--- config.mk ---
export PLATFORM = sky130hd
export DESIGN_NAME = csi_rx_byte_align
export DESIGN_NICKNAME = d
export VERILOG_FILES = /design/src/rtl/csi_rx_byte_align.sv
export SDC_FILE = /design/constraint.sdc
export NUM_CORES = 1
export LEC_CHECK = 0
export BUFFER_PORTS_ARGS = -buffer_cell sky130_fd_sc_hd__buf_2
export CAP_MARGIN = 20
export CORE_ASPECT_RATIO = 0.8
export CORE_MARGIN = 4
export CORE_UTILIZATION = 58
export DETAILED_ROUTE_END_ITERATION = 8
export PLACE_DENSITY = 0.95
export SYNTH_ARGS = -nofsm -noshare
export SYNTH_HDL_FRONTEND = slang
export SYNTH_SLANG_ARGS = --single-unit
--- constraint.sdc ---
create_clock -name byte_clock -period 3.6 [get_ports byte_clock]
set_clock_uncertainty 0.2 [all_clocks]
set_input_delay 0.36 -clock byte_clock [delete_from_list [all_inputs] [get_ports byte_clock]]
set_output_delay 0.36 -clock byte_clock [all_outputs]
set_load 0.1 [all_outputs]
--- src/rtl/csi_rx_byte_align.sv ---
`default_nettype none
// ============================================================================
//  Module      : csi_rx_byte_align
//  Description : Per-lane D-PHY HS byte aligner. Hunts all eight bit offsets
//                of the deserialized stream for the SoT sync byte, locks the
//                winning offset and streams aligned payload bytes until the
//                packet ends. Optional macro CSI_RX_ALIGN_SOFT_SYNC_EN also
//                accepts a sync byte with a single bit error.
//  Revision    : 1.0 - initial release
// ============================================================================
module csi_rx_byte_align #(
    parameter logic [7:0] SYNC_BYTE = 8'hB8,
    parameter logic       INVERT_IN = 1'b0
) (
    input  logic       byte_clock,
    input  logic       reset,
    input  logic       enable,
    input  logic       wait_for_sync,
    input  logic       packet_done,
    input  logic [7:0] deser_in,
    output logic [7:0] data_out,
    output logic       data_vld,
    output logic       locked,
    output logic [2:0] offset,
    output logic       sot_err_soft
);

    typedef enum logic [1:0] {
        ST_IDLE   = 2'd0,
        ST_HUNT   = 2'd1,
        ST_LOCKED = 2'd2
    } state_t;

    state_t      state_q, state_d;
    logic [7:0]  prev_q;
    logic [7:0]  data_q, data_d;
    logic        vld_q, vld_d;
    logic        locked_q, locked_d;
    logic [2:0]  offset_q, offset_d;
    logic        soft_q, soft_d;

    logic [7:0]  w_in;
    logic [14:0] w_win;
    logic [7:0]  w_cand [8];
    logic [7:0]  w_exact;
    logic [7:0]  w_vec;
    logic        w_hit;
    logic        w_hit_soft;
    logic [2:0]  w_hit_k;

    assign w_in  = INVERT_IN ? ~deser_in : deser_in;
    // Window in time order, oldest bit at 0; the newest bit is never the
    // start of any candidate so it is left out.
    assign w_win = {w_in[6:0], prev_q};

    genvar gk;
    generate
        for (gk = 0; gk < 8; gk++) begin : g_cand
            assign w_cand[gk]  = w_win[gk+7:gk];
            assign w_exact[gk] = (w_cand[gk] == SYNC_BYTE);
        end
    endgenerate

`ifdef CSI_RX_ALIGN_SOFT_SYNC_EN
    logic [7:0] w_soft;
    generate
        for (gk = 0; gk < 8; gk++) begin : g_soft
            logic [7:0] w_x;
            assign w_x        = w_cand[gk] ^ SYNC_BYTE;
            assign w_soft[gk] = (w_x != 8'd0) && ((w_x & (w_x - 8'd1)) == 8'd0);
        end
    endgenerate
    // Any exact hit anywhere masks every single-error candidate.
    assign w_vec      = (|w_exact) ? w_exact : w_soft;
    assign w_hit_soft = ~(|w_exact);
`else
    assign w_vec      = w_exact;
    assign w_hit_soft = 1'b0;
`endif

    assign w_hit = |w_vec;

    always_comb begin
        w_hit_k = 3'd0;
        for (int k = 7; k >= 0; k--) begin
            if (w_vec[k]) begin
                w_hit_k = 3'(k);
            end
        end
    end

    always_comb begin
        state_d  = state_q;
        data_d   = data_q;
        vld_d    = 1'b0;
        offset_d = offset_q;
        soft_d   = 1'b0;
        if (!enable) begin
            state_d = ST_IDLE;
        end else begin
            case (state_q)
                ST_IDLE: begin
                    if (wait_for_sync) begin
                        state_d = ST_HUNT;
                    end
                end
                ST_HUNT: begin
                    if (!packet_done && wait_for_sync && w_hit) begin
                        state_d  = ST_LOCKED;
                        offset_d = w_hit_k;
                        soft_d   = w_hit_soft;
                    end
                end
                ST_LOCKED: begin
                    if (packet_done) begin
                        state_d = ST_HUNT;
                    end else begin
                        vld_d  = 1'b1;
                        data_d = w_cand[offset_q];
                    end
                end
                default: begin
                    state_d = ST_IDLE;
                end
            endcase
        end
        locked_d = (state_d == ST_LOCKED);
    end

    always_ff @(posedge byte_clock) begin
        if (reset) begin
            state_q  <= ST_IDLE;
            prev_q   <= 8'd0;
            data_q   <= 8'd0;
            vld_q    <= 1'b0;
            locked_q <= 1'b0;
            offset_q <= 3'd0;
            soft_q   <= 1'b0;
        end else begin
            state_q  <= state_d;
            prev_q   <= w_in;
            data_q   <= data_d;
            vld_q    <= vld_d;
            locked_q <= locked_d;
            offset_q <= offset_d;
            soft_q   <= soft_d;
        end
    end

    assign data_out     = data_q;
    assign data_vld     = vld_q;
    assign locked       = locked_q;
    assign offset       = offset_q;
    assign sot_err_soft = soft_q;

endmodule
`default_nettype wire

==> impl_summary.txt <==
----------------------------------------------------
[Run status]
  Status ... completed

[Clock network]
  Post-cts repair resize count ... 0
  Number of buffers added by the clock tree synthesis step ... 3
  Hold Buf Count CTS ... 0
  Buffer type at the clock tree root ... clkbuf_4
  Number of clock sinks ... 23
  # H-tree levels ... 1
  Buffer levels on the longest clock path ... 2
  Clock tree from TritonCTS ... yes
  Post-CTS Setup Inserts ... 0
  Source-to-sink clock delay at the later pin of the worst-skew pair ... 0.33 ns
  CTS clk-pin slew, worst paths ... 0.14 ns

[Power]
  Cell leakage power ... 0.502 nW
  Total power density per cell area ... 304 nW/um^2
  Maximum VDD drop ... 0.411 mV

[Yosys]
  Async S/R FF share, synth ... 0
  Combined area of all synthesized cells ... 1340 sq um
  Syn. warnings ... 0
  Most common library cells after synthesis ... 23 x dfxtp_1, 14 x mux2i_1, 10 x nor2_1
  Synthesized instance count ... 120
  Most repeated cell in the gate-level netlist after synthesis ... dfxtp_1
  Dominant combinational cell family by area after synthesis ... multiplexers
  Number of flops mapped to enable cells by yosys ... 0
  FF+latch count, synth ... 23
  Most area-consuming cells after synthesis ... dfxtp_1 34%, mux4_2 13%, mux2i_1 10%, and4bb_2 7.5%, a211oi_2 4.7%
  Post-synthesis share of cell area spent on xor and xnor gates ... 0
  Main synth FF type ... dfxtp_1
  Cell type with the highest aggregate area in the netlist ... dfxtp_1
  Post-synth net total ... 133
  Fraction of the mapped netlist area in adder cells ... 0
  Post-Synth Simple-Gate Area ... 0.224
  Fraction of the mapped netlist area in compound gates ... 0.140
  Share of synthesized area occupied by flip-flops and latches ... 0.345
  Per-instance average area after synthesis ... 11.1 sq um
  Post-synthesis mux area share ... 0.240
  Area share of the largest cell type after synthesis ... 0.345
  Synth cell types ... 31

[Floorplanning]
  Core Rows ... 15
  Total Die Area ... 3140 sq um
  Core area ... 2180 sq um
  Initial core utilization ... 0.614
  Horizontal extent of the die ... 61.7 microns
  Die H ... 50.9 microns
  Total I/O pin count ... 27

[Route]
  Final routed wire length divided by cell count ... 18.4 microns
  DRT Pass-1 Iters ... 4
  DR DRC count ... 0
  Via count ... 1083
  Starting DRC count in detailed routing ... 65
  Number of vias per cell ... 6.49
  Sum of routed wire length over all layers ... 3070 microns
  Final ANT Viol Nets ... 0

[Setup path]
  Crit Path Category ... flip-flop to primary output
  Arr. time, crit path ... 1.75 ns
  Crit path buffers/inverters ... 1
  Launching element type of the critical path ... flip-flop
  Slowest cell on the critical path ... dfxtp_1
  Data required time of the critical path ... 3.04 ns
  Delay-heaviest family, CP ... flip-flops
  Critical Path Sink Type ... primary output
  Longest individual stage delay on the worst path ... 0.85 ns
  Worst path cell trace ... buf_2
  Worst-path maximum fanout ... 16

[Layout]
  Layout overhead on the synthesized area ... 10.4%
  Number of standard cells in the final layout excluding fillers ... 167
  Fraction of final layout cells sized beyond drive strength 1 ... 0.380
  Ant. Diodes ... 0
  Final Net Count ... 156

[Global route]
  Antenna violations before repair ... 0
  Residual overflow from global routing ... 0
  Via count of the first global-routing pass ... 1050
  First-pass GRT wire length ... 4830 microns
  All-Layer GR Usage ... 0.210
  Pin count of the biggest net entering global routing ... 24

[STA]
  Total Neg Setup Slack ... 0 ns
  Minimum period implied by the final worst setup slack ... 2.31 ns
  Period utilisation layout ... 0.642
  Unrepaired setup endpoints after global routing ... no
  Number of setup violations in the final report ... 0
  Number of pins with negative max-slew slack in the final report ... 0
  Transition time at the pin with the least slew margin ... 0.781 ns
  Final Hold Fails ... 0
  Remaining max-slew budget at the tightest pin ... 0.478
  Achievable frequency ... 0.432 GHz

[Place]
  Routability Congestion ... 0.900
  Number of buffers inserted by port buffering ... 25
  Placed wire-length estimate after detailed placement ... 2240 microns
  Number of placed instances, taps included ... 162

[Hold path]
  Worst hold path type ... input port to flip-flop

[Job]
  Total of max-cap violations ... 0

----------------------------------------------------
==> cells in the final DEF (no fill, tap or decap), drive strengths merged <==
cell	netlist	final
clkinvlp	0	1
o21ai	4	4
nand2	3	3
nor3b	2	2
dfxtp	23	23
nor2b	8	8
a21oi	5	5
inv	2	2
conb	1	1
nand2b	1	1
a22o	2	2
clkbuf	1	3
nor3	2	2
buf	7	26
a211oi	9	9
a2111oi	1	1
nor2	10	10
nand4	2	2
and4bb	8	8
mux2i	14	14
o21a	1	1
a31oi	1	1
mux4	8	8
a311oi	1	1
nor4bb	4	4
==> metrics by stage <==
stage	instance area, sq um	hold WS [ns]	setup slack [ns]	power (mW)	util
detailed placement	1430	0.295	1.42	0.325	0.659
floorplan	1340	0.232	1.14	0.306	-
CTS	1460	0.0205	1.29	0.450	0.672
global placement	1430	0.287	1.53	0.321	0.659
finish	1480	0.0234	1.29	0.448	0.678
global route	1480	0.0132	1.19	0.471	0.678
==> per-layer routing <==
| metal | routed length, microns | share of wire | GRT usage | vias up |
|---|---|---|---|---|
| met3 | 166 | 0.054 | 0.0783 | 13 |
| met5 | 0 | 0 | 0 | - |
| met2 | 1550 | 0.51 | 0.343 | 40 |
| met4 | 85 | 0.028 | 0.0707 | 0 |
| li1 | - | - | - | 509 |
| met1 | 1260 | 0.41 | 0.251 | 521 |
==> worst reg2reg max path: stages, from the launching register on <==
cell and delay [ns]:
dfxtp_1 0.85, mux2i_1 0.26, mux4_2 0.52, a211oi_2 0.26
==> cells by family after synthesis <==
kind of cell | after synthesis
simple gates | 40
buf+inv | 10
compound gates | 24
flops | 23
other cells | 1
mux | 22
==> path summary, 6_finish.rpt <==
kind,from,to,slack (ns),depth (start not counted)
min,deser_in[7],prev_q[7],0.02,2
min reg2reg,data_out[0],data_out[0],0.31,2
max reg2reg,offset[0],data_out[4],1.42,3
max,offset[0],offset[0],1.29,1
==> flip-flops by register name (all words and copies together) (netlist names) <==
signal / flops
data_vld: 1
locked: 1
offset: 3
prev_q: 8
state_q: 2
data_out: 8
==> layout make-up <==
type                            instances  area, sq um
Sequential cell                        23          460
Clock buffer                            3         22.5
Fill cell                             165          702
Tap cell                               25         31.3
Timing Repair Buffer                   26          136
Multi-Input combinational cell         87          810
Inverter                                2         7.51
Clock inverter                          1         7.51
==> report_power, final <==
part	total (mW)	internal [mW]	switching [mW]
logic	0.0533	0.0237	0.0296
clock network	0.127	0.0427	0.0845
registers	0.267	0.260	0.00747
Power figures use the tool's default switching activity.
